## config.mk

```make
export PLATFORM = sky130hd
export DESIGN_NAME = mult_accumulator_flat
export DESIGN_NICKNAME = d
export VERILOG_FILES = /design/src/rtl/mult_accumulator_if.sv /design/src/rtl/mult_accumulator.sv /design/src/flat_wrapper.sv
export SDC_FILE = /design/constraint.sdc
export NUM_CORES = 1
export LEC_CHECK = 0
export CAP_MARGIN = 30
export CELL_PAD_IN_SITES_DETAIL_PLACEMENT = 1
export CELL_PAD_IN_SITES_GLOBAL_PLACEMENT = 1
export CORE_MARGIN = 3
export CORE_UTILIZATION = 48
export DETAILED_ROUTE_END_ITERATION = 8
export DONT_BUFFER_PORTS = 1
export GPL_TIMING_DRIVEN = 0
export PLACE_DENSITY_LB_ADDON = 0.1
export SYNTH_ARGS = -nofsm -noshare
export SYNTH_HDL_FRONTEND = slang
export SYNTH_SLANG_ARGS = --single-unit
```

## constraint.sdc

```tcl
create_clock -name clk -period 3.1 [get_ports clk]
set_input_delay 0.62 -clock clk [delete_from_list [all_inputs] [get_ports clk]]
set_output_delay 0.62 -clock clk [all_outputs]
set_load 0.1 [all_outputs]
```

## src/rtl/mult_accumulator_if.sv

```systemverilog
// Product-in / frame-sum-out handshake bundle for mult_accumulator.
interface mult_accumulator_if #(
  parameter int unsigned N     = 4,
  parameter int unsigned ACC_W = 8 + $clog2(N)
);
  localparam int unsigned LEN_W = $clog2(N) + 1;

  logic [7:0]       p_in;
  logic             p_valid;
  logic             p_ready;
  logic             flush;
  logic [ACC_W-1:0] sum_out;
  logic [LEN_W-1:0] sum_len;
  logic             sum_valid;
  logic             sum_ready;

  modport master (
    output p_in, p_valid, flush, sum_ready,
    input  p_ready, sum_out, sum_len, sum_valid
  );

  modport slave (
    input  p_in, p_valid, flush, sum_ready,
    output p_ready, sum_out, sum_len, sum_valid
  );
endinterface

```

## src/rtl/mult_accumulator.sv

```systemverilog
// Accumulates up to N unsigned 8-bit products per frame and presents the
// frame sum with a valid/ready handshake; flush closes a partial frame.
module mult_accumulator #(
  parameter int unsigned N     = 4,
  parameter int unsigned ACC_W = 8 + $clog2(N)
) (
  input  logic clk,
  input  logic rst,
  mult_accumulator_if.slave bus
);
  localparam int unsigned LEN_W = $clog2(N) + 1;

  typedef enum logic {ACCUM, HOLD} state_t;

  state_t           state;
  logic [ACC_W-1:0] acc;
  logic [LEN_W-1:0] cnt;

  logic             accept;
  logic [ACC_W-1:0] acc_next;
  logic [LEN_W-1:0] cnt_next;

  assign bus.p_ready = (state == ACCUM);

  // Running totals including any product accepted this cycle.
  always_comb begin
    accept   = 1'b0;
    acc_next = acc;
    cnt_next = cnt;
    if (bus.p_valid && (state == ACCUM)) begin
      accept   = 1'b1;
      acc_next = acc + ACC_W'(bus.p_in);
      cnt_next = cnt + LEN_W'(1);
    end
  end

  always_ff @(posedge clk or posedge rst) begin
    if (rst) begin
      state         <= ACCUM;
      acc           <= '0;
      cnt           <= '0;
      bus.sum_out   <= '0;
      bus.sum_len   <= '0;
      bus.sum_valid <= 1'b0;
    end else begin
      case (state)
        ACCUM: begin
          // Close on the Nth product, or on flush once at least one product is counted.
          if ((accept && (cnt_next == LEN_W'(N))) ||
              (bus.flush && (cnt_next != '0))) begin
            bus.sum_out   <= acc_next;
            bus.sum_len   <= cnt_next;
            bus.sum_valid <= 1'b1;
            acc           <= '0;
            cnt           <= '0;
            state         <= HOLD;
          end else begin
            acc <= acc_next;
            cnt <= cnt_next;
          end
        end
        HOLD: begin
          if (bus.sum_ready) begin
            bus.sum_valid <= 1'b0;
            state         <= ACCUM;
          end
        end
        default: state <= ACCUM;
      endcase
    end
  end
endmodule

```

## src/flat_wrapper.sv

```systemverilog
// flat-port wrapper written by rule: the top's interface ports become plain ports
module mult_accumulator_flat 
#(
  parameter int unsigned N     = 4,
  parameter int unsigned ACC_W = 8 + $clog2(N)
)
  (clk, rst, bus_p_in, bus_p_valid, bus_flush, bus_sum_ready, bus_p_ready, bus_sum_out, bus_sum_len, bus_sum_valid);
  mult_accumulator_if #(.N(N), .ACC_W(ACC_W)) bus_i ();
  input  logic clk;
  input  logic rst;
  input wire logic [$bits(bus_i.p_in)-1:0] bus_p_in;
  input wire logic [$bits(bus_i.p_valid)-1:0] bus_p_valid;
  input wire logic [$bits(bus_i.flush)-1:0] bus_flush;
  input wire logic [$bits(bus_i.sum_ready)-1:0] bus_sum_ready;
  output wire logic [$bits(bus_i.p_ready)-1:0] bus_p_ready;
  output wire logic [$bits(bus_i.sum_out)-1:0] bus_sum_out;
  output wire logic [$bits(bus_i.sum_len)-1:0] bus_sum_len;
  output wire logic [$bits(bus_i.sum_valid)-1:0] bus_sum_valid;
  assign bus_i.p_in = bus_p_in;
  assign bus_i.p_valid = bus_p_valid;
  assign bus_i.flush = bus_flush;
  assign bus_i.sum_ready = bus_sum_ready;
  assign bus_p_ready = bus_i.p_ready;
  assign bus_sum_out = bus_i.sum_out;
  assign bus_sum_len = bus_i.sum_len;
  assign bus_sum_valid = bus_i.sum_valid;
  mult_accumulator #(.N(N), .ACC_W(ACC_W)) u_core (.clk(clk), .rst(rst), .bus(bus_i));
endmodule
```

# Word level (Yosys, flattened, before mapping)
# Index checks and enable logic that the tools add are counted.
# Widths: inputs -> output; s select.
[word_totals] out_inout_bits=15 in_bits=13 wordCells=30 reg_bits=28
[classes] add_sub_neg=2 n_mux=11 bitwise=1 reduce_logical=7 n_eq_ne=3
[op_table] op="$mux 10" count=2
[op_table] op="$add 10x8->10" count=1
[op_table] op="$mux 3" count=2
[op_table] op="$mux 1" count=5
[op_table] op="$pmux 1 s2" count=2
[op_table] op="$reduce_and 2->1" count=2
[op_table] op="$add 3x1->3 const B" count=1
[op_table] op="$eq 3x3->1 const B" count=1
[op_table] op="$logic_and 1x1->1" count=3
[op_table] op="$reduce_bool 3->1" count=1
[op_table] op="$ne 2x1->1 const B" count=1
[op_table] op="$ne 2x2->1 const B" count=1
[op_table] op="$logic_or 1x1->1" count=1
[op_table] op="$not 1->1" count=1

# Depth between registers and ports, before layout
# Gate-level depths: netlist (run 1).
[depth] ltp_word=8 ltp_mapped=7 ltp_nobuf=7

# Least setup slack after synthesis (run 1)
# Ideal clock, no wire load.
[synth_path] path_type="input to register" startpoint="input bus_p_in[0]" endpoint="register u_core.acc[8]" n_path_buf=0 arrival_time_ns=2.269 path_slack_ns=0.705 cell_stages=7 setup_ns=0.126 required_ns=2.974 cell_sequence="ha_1 -> fa_1 -> a21o_1 -> a221oi_1 -> o22a_1 -> nor4_1 -> a221o_1"
[synth_between] elab_chain_len=3
[synth_rtl] element="from (decl)" line="flat_wrapper.sv:11" source="input wire logic [$bits(bus_i.p_in)-1:0] bus_p_in;"
[synth_rtl] element="$add 10x8->10" line="mult_accumulator.sv:32" source="acc_next = acc + ACC_W'(bus.p_in);"
[synth_rtl] element="$mux 10" line="mult_accumulator.sv:30" source="if (bus.p_valid && (state == ACCUM)) begin"
[synth_rtl] element="$mux 10" line="mult_accumulator.sv:49" source="if ((accept && (cnt_next == LEN_W'(N))) ||"
[synth_rtl] element="to (signal assigned)" line="mult_accumulator.sv:58" source="acc <= acc_next;"
[synth_rtl] element="to (decl)" line="mult_accumulator.sv:16" source="logic [ACC_W-1:0] acc;"
# Every way passes these cells.
# A chain may end at the register's enable or synchronous reset.

# Worst setup path after layout (run 1)
[layout_path] startpoint="register u_core.cnt[0]" endpoint="register u_core.acc[6]"
[layout_between] elab_chain_len=6 word_cells_on_any_way=8 cone_classes="1 x add/sub; 1 x eq/ne; 2 x mux; 4 x reduce/logical"
[layout_rtl] element="from (decl)" line="mult_accumulator.sv:17" source="logic [LEN_W-1:0] cnt;"
[layout_rtl] element="from (signal assigned)" line="mult_accumulator.sv:59" source="cnt <= cnt_next;"
[layout_rtl] element="$add 3x1->3" line="mult_accumulator.sv:33" source="cnt_next = cnt + LEN_W'(1);"
[layout_rtl] element="$mux 3 *" line="mult_accumulator.sv:30"
[layout_rtl] element="$eq 3x3->1 or $reduce_bool 3->1 (tied branches)" line="mult_accumulator.sv:49, mult_accumulator.sv:50"
[layout_rtl] element="$logic_and 1x1->1 (on tied branches)" line="mult_accumulator.sv:49, mult_accumulator.sv:50"
[layout_rtl] element="$logic_or 1x1->1 *" line="mult_accumulator.sv:49"
[layout_rtl] element="$mux 10 *" line="mult_accumulator.sv:49"
# Mark *: on every way between the ends. The rest lies on a longest branch, timed or not.

==> results.py, run 1 <==
metrics = {
    "setup_path": {
        "critPathLaunchType": "flop",
        "cpPeakStageDelay_ps": 620,
        "crit_family": "compound AO/OA/AOI/OAI gates",
        "cp_data_arrival_time_ps": 2680,
        "worst-path-max-fanout": 8,
        "end_kind": "flop",
        "critPathKind": "reg -> reg",
        "cp.required_ps": 3390,
        "path_cells": "ha_1 -> and4bb_1 -> a21o_1 -> a21boi_0 -> o21ai_1 -> a22o_1",
        "slowest_stage": "o21ai_1",
        "path_buf_inv": 0,
    },
    "yosys": {
        "synth.cell_area_um2": 1600,
        "synth_edf_count": 0,
        "ys_seq_elements": 28,
        "synth_nets": 183,
        "avgSynthCellArea_um2": 10.0,
        "synth_warnings": 0,
        "ys_types": 41,
        "syn_inst": 160,
        "ys_seq_area_frac": 0.438,
        "synthFlopType": "dfrtp_1",
        "synthArstFlopShare": 1.00,
    },
    "grt": {
        "grt_pass1_wl_um": 6750,
        "track_usage": 0.213,
        "grt_pass1_vias": 1331,
        "antenna_found_initial": 0,
        "grt-ovfl-total": 0,
        "grt_max_degree": 17,
    },
    "die": {
        "core_um2": 3130,
        "die_height_um": 63.8,
        "die_w_um": 63.8,
        "die-area_um2": 4070,
        "start_util": 0.512,
        "rows": 20,
        "ios": 28,
    },
    "cells_and_area": {
        "layout-drive-gt1-share": 0.0788,
        "nNetsFinal": 189,
        "num_antenna_cells": 0,
        "area_growth_syn_to_layout_pct": 7.42,
    },
    "sta": {
        "period_needed_ps": 2390,
        "fmax_ghz": 0.419,
        "tightest_slew_ps": 923,
        "finalSetupViolCount": 0,
        "post-route-period-util": 0.770,
        "hold_violations": 0,
        "setup_tns_ps": 0,
        "fin_ws_ps": 712,
        "fin_skew_ps": 8.44,
        "rsz0062_at_grt": "no",
        "max-slew-margin-rel": 0.384,
        "slew_violations": 0,
    },
    "route": {
        "drt_iter0_drc": 48,
        "routedWlPerCell_um": 18.7,
        "wirelength_um": 3900,
        "drc": 0,
        "dr.pass1.iters": 4,
        "ant_nets": 0,
        "vias": 1229,
        "via_per_inst": 5.88,
    },
    "clock_network": {
        "cts_buffers": 3,
        "cts_resized": 0,
        "clock_sinks": 28,
        "worstSkewPairLatency_ps": 340,
        "h-tree-depth": 1,
        "cts_root_buf": "clkbuf_4",
        "cts_hold_buf": 0,
        "post_cts_buffers": 0,
        "clkTransAtPathRegs_ps": 160,
        "cts_tree": "yes",
        "clockBufferDepth": 2,
    },
    "placed_design": {
        "place.gp.congestion": 0.869,
        "portBuffers": 0,
        "dp_hpwl_um": 2870,
        "preCtsSetupSlack_ps": 562,
    },
    "job": {
        "max_cap_viol_count": 0,
    },
    "status": {
        "outcome": "completed",
    },
    "hold_path": {
        "min-delay-path-class": "in -> async",
    },
}
## flip-flops by register name, summed over array words and instances (netlist names)
signal,cells
u_core.acc,10
u_core.bus.sum_len,3
u_core.bus.sum_out,10
u_core.bus.sum_valid,1
u_core.cnt,3
u_core.state,1
## cells in the final DEF (no fill, tap or decap), types with 2 or more instances in the layout
cell type / count
a22o_1: 8
xor2_1: 2
a221o_1: 2
nor4_1: 2
a21o_1: 6
o21bai_1: 2
mux2i_1: 2
o21ai_0: 3
nor2_1: 14
dfrtp_1: 28
nor2b_1: 3
xnor2_1: 9
nand2_1: 20
a21oi_1: 9
inv_1: 7
ha_1: 9
and3_1: 3
a31oi_1: 7
clkbuf_1: 2
clkbuf_4: 3
## metrics by stage
step | instance area [µm²] | util | hold slack [ps] | cells
after floorplan | 1600 | - | 454 | 160
after detailed placement | 1680 | 0.538 | 494 | 205
after CTS | 1720 | 0.550 | 222 | 209
after global placement | 1660 | 0.530 | 470 | 204
after global routing | 1720 | 0.550 | 231 | 209
final | 1720 | 0.550 | 205 | 209
## layout make-up
class / count / area (µm²)
inverter: 7 / 26.3
multi-input combinational: 120 / 843
fill: 351 / 1410
buffer: 5 / 31.3
timing repair buffer: 1 / 27.5
tap: 44 / 55.1
sequential: 28 / 701
clock buffer: 4 / 36.3
## layer usage
| layer | GRT usage | part of all wire | vias up | wire (µm) |
|---|---|---|---|---|
| met5 | 0 | 0 | - | 0 |
| met1 | 0.280 | 0.46 | 615 | 1790 |
| met3 | 0.0334 | 0.031 | 7 | 121 |
| li1 | - | - | 583 | - |
| met2 | 0.360 | 0.50 | 24 | 1940 |
| met4 | 0.0620 | 0.014 | 0 | 55 |
## cells in the mapped netlist, types with 3 or more instances
cell | n | area, µm²
a21o_1 | 6 | 45.0
ha_1 | 9 | 113
dfrtp_1 | 28 | 701
inv_1 | 7 | 26.3
a31oi_1 | 7 | 43.8
nor2b_1 | 3 | 18.8
and3_1 | 3 | 18.8
nand2_1 | 20 | 75.1
o21ai_0 | 3 | 15.0
nor2_1 | 14 | 52.6
xnor2_1 | 9 | 78.8
a21oi_1 | 9 | 45.0
a22o_1 | 8 | 70.1
## final timing paths
path                                                start                                end  slack, ps  depth (start not counted)
worst min-delay path                                  rst          u_core.acc[6]$_DFFE_PP0N_        200                          1
worst max register to register  u_core.cnt[0]$_DFFE_PP0N_          u_core.acc[6]$_DFFE_PP0N_        710                          6
min in group clk                            bus_sum_ready             u_core.state$_DFF_PP0_        340                          1
worst max-delay path            u_core.cnt[0]$_DFFE_PP0N_          u_core.acc[6]$_DFFE_PP0N_        710                          6
max in group asynchronous                             rst  u_core.bus.sum_out[0]$_DFFE_PP0P_       2420                          2
worst min register to register  u_core.cnt[2]$_DFFE_PP0N_          u_core.cnt[2]$_DFFE_PP0N_        510                          1
## cell families after synthesis
kind of cell / synth area share
compound gates: 0.230
xor+xnor: 0.0602
fa+ha+maj: 0.0828
buf+inv: 0.0359
flops: 0.437
mux: 0.0195
simple gates: 0.134
Power of run 1 is left out: the tool's default activity adds up to more than one toggle a clock period on the data nets, which glitch-free logic cannot reach.
==> run 2: changes to the inputs <==
ABC_AREA = 1   (was unset)
CORE_UTILIZATION = 45   (was 48)
clock period = 2.2 ns   (was 3.1 ns; I/O delays follow)
==> run 2 against run 1 <==
  * Global-route usage hardly changed
  * Cell count is 39% higher
  * Routed wire length is 11% higher
  * Synthesized cell count is 49% higher
  * Sequential cell count stayed put
  * Critical path depth is 3 higher
  * Final area is 11% higher
==> results.py, run 2 <==
metrics = {
    "placed_design": {
        "place.gp.congestion": 0.840,
        "portBuffers": 0,
        "dp_hpwl_um": 3470,
    },
    "cells_and_area": {
        "num_antenna_cells": 0,
        "final_common_cell": "nand2_1",
        "nNetsFinal": 267,
        "layout-drive-gt1-share": 0.111,
        "fin_util": 0.512,
        "top_regs": "u_core.acc: 10 flops, u_core.bus.sum_out: 10 flops",
        "regArea_um2": 701,
        "nFillCells": 475,
        "multi_input_comb_area_um2": 927,
        "final_cell_mix": "nand2_1 (107), dfrtp_1 (28), inv_1 (23)",
        "area_growth_syn_to_layout_pct": 8.10,
    },
    "die": {
        "rows": 22,
        "start_util": 0.474,
        "die-area_um2": 4700,
        "core_um2": 3720,
        "ios": 28,
        "die_w_um": 68.6,
        "die_height_um": 68.6,
    },
    "yosys": {
        "synthFlopType": "dfrtp_1",
        "avgSynthCellArea_um2": 7.40,
        "synth_area_leader_cell": "dfrtp_1",
        "synth_fa_ha_area_frac": 0.0753,
        "synthArstFlopShare": 1.00,
        "synth_xor_area_frac": 0.00497,
        "post-synth-top-count-cell": "nand2_1",
        "synth_top_family_by_area": "simple AND/OR/NAND/NOR gates",
        "ys_types": 28,
        "syn_inst": 238,
        "synth_top_area_share": 0.398,
        "synth_edf_count": 0,
        "synthTopCellsByArea": "dfrtp_1 (40%), nand2_1 (23%), ha_1 (6.4%)",
        "synth.cell_area_um2": 1760,
        "synth-simple-area-share": 0.364,
        "ys_seq_elements": 28,
        "synth_nets": 261,
        "ys_seq_area_frac": 0.398,
        "synth_warnings": 0,
        "synth_compound_area_frac": 0.0824,
        "synth.area.mux_share": 0,
        "synth_common_cells": "nand2_1 (107), dfrtp_1 (28), inv_1 (23)",
    },
    "grt": {
        "grt-ovfl-total": 0,
        "grt_max_degree": 23,
        "track_usage": 0.212,
        "grt_pass1_vias": 1646,
        "antenna_found_initial": 0,
        "grt_pass1_wl_um": 7580,
    },
    "setup_path": {
        "end_kind": "flop",
        "cp_data_arrival_time_ps": 2080,
        "r2r_cells": 9,
        "critPathLaunchType": "flop",
        "critPathKind": "reg -> reg",
        "worst-path-max-fanout": 4,
        "crit_path_start": "u_core.acc[0]$_DFFE_PP0N_",
        "rr_startpoint": "u_core.acc[0]$_DFFE_PP0N_",
        "cp.required_ps": 2340,
    },
    "route": {
        "routedWlPerCell_um": 14.9,
        "drt_iter0_drc": 56,
        "drc": 0,
        "ant_nets": 0,
        "dr.pass1.iters": 4,
        "via_per_inst": 5.18,
        "wirelength_um": 4340,
        "vias": 1508,
    },
    "sta": {
        "post-route-period-util": 0.880,
        "fmax_ghz": 0.516,
        "slew_violations": 0,
        "whs_ps": 14.9,
        "rsz0062_at_grt": "no",
        "finalSetupViolCount": 0,
        "setup_tns_ps": 0,
        "period_needed_ps": 1940,
        "tightest_slew_ps": 907,
        "hold_violations": 0,
        "max-slew-margin-rel": 0.395,
        "fin_skew_ps": 4.44,
    },
    "clock_network": {
        "worstSkewPairLatency_ps": 270,
        "clockBufferDepth": 2,
        "cts_tree": "yes",
        "post_cts_buffers": 0,
        "clock_sinks": 28,
        "clkTransAtPathRegs_ps": 90,
        "cts_root_buf": "clkbuf_8",
        "cts_hold_buf": 0,
        "h-tree-depth": 1,
        "cts_buffers": 3,
        "cts_resized": 0,
    },
    "power_and_ir_drop": {
        "power_density_nw_per_um2": 1640,
        "p_leak_nw": 1.05,
        "finalPower_mw": 3.13,
        "ir_drop_uv": 1070,
    },
    "hold_path": {
        "min-delay-path-class": "in -> async",
    },
    "status": {
        "outcome": "completed",
    },
    "job": {
        "max_cap_viol_count": 0,
    },
}
-- run 2: cell count changes after synthesis, moves of 5 or more --
cell	previous run	this run
xnor2_1	9	0
nor2_1	14	7
inv_1	7	23
o21ai_0	3	8
a22o_1	8	0
or2_2	0	5
nand3_1	1	19
a31oi_1	7	0
a21oi_1	9	2
nand2_1	20	107
-- run 2: metrics by stage --
| stage | instances | setup slack (ps) | cell area (µm²) |
|---|---|---|---|
| 2_1_floorplan | 238 | 459 | 1760 |
| 3_3_place_gp | 286 | 271 | 1820 |
| 3_5_place_dp | 287 | 230 | 1850 |
| 4_1_cts | 291 | 248 | 1900 |
| 5_1_grt | 291 | 61.1 | 1900 |
| 6_report | 291 | 264 | 1900 |
-- run 2: worst paths after layout --
path / endpoint / slack, ps
max reg2reg: u_core.acc[4]$_DFFE_PP0N_ / 260
max: u_core.acc[4]$_DFFE_PP0N_ / 260
min reg2reg: u_core.acc[6]$_DFFE_PP0N_ / 530
min in group clk: u_core.state$_DFF_PP0_ / 250
max in group asynchronous: u_core.acc[3]$_DFFE_PP0N_ / 1770
min: u_core.bus.sum_out[5]$_DFFE_PP0P_ / 10
-- run 2: area by class of cell --
type,count,area share
plain buffers,4,0.0164
clock buffers,4,0.0289
inverters,26,0.0539
multi-input cells,180,0.487
flip-flops and latches,28,0.368
well taps,48,0.0315
repair buffers,1,0.0145
-- run 2: kinds of logic after synthesis --
kind of cell / Yosys count
AND/OR/NAND/NOR: 147
buffers and inverters: 30
flip-flops: 28
AO/OA/AOI/OAI: 22
adder cells (fa/ha/maj): 10
XOR/XNOR: 1
-- run 2: where the power goes --
group	internal, mW	switching [mW]	leakage (nW)	total (mW)
registers	0.683	0.839	0.366	1.52
logic	0.428	0.861	0.654	1.29
clock network	0.160	0.156	0.0288	0.316
total	1.27	1.86	1.05	3.13
-- run 2: layer usage --
metal | up-vias | track usage | part of all wire
met5 | - | 0 | 0
met4 | 0 | 0.0447 | 0.0083
met3 | 4 | 0.0276 | 0.024
met2 | 20 | 0.367 | 0.49
met1 | 725 | 0.283 | 0.48
li1 | 759 | - | -
-- run 2: worst max-delay path, cell delays in order (launching register included) --
cell,delay (ps)
dfrtp_1,410
ha_1,260
fa_1,400
nand2_1,100
nand2_1,110
a21o_1,170
nand3_1,80
o21ai_0,130
nand2_1,80
o21ai_0,70
No activity file was read; power rests on OpenSTA's default activity.
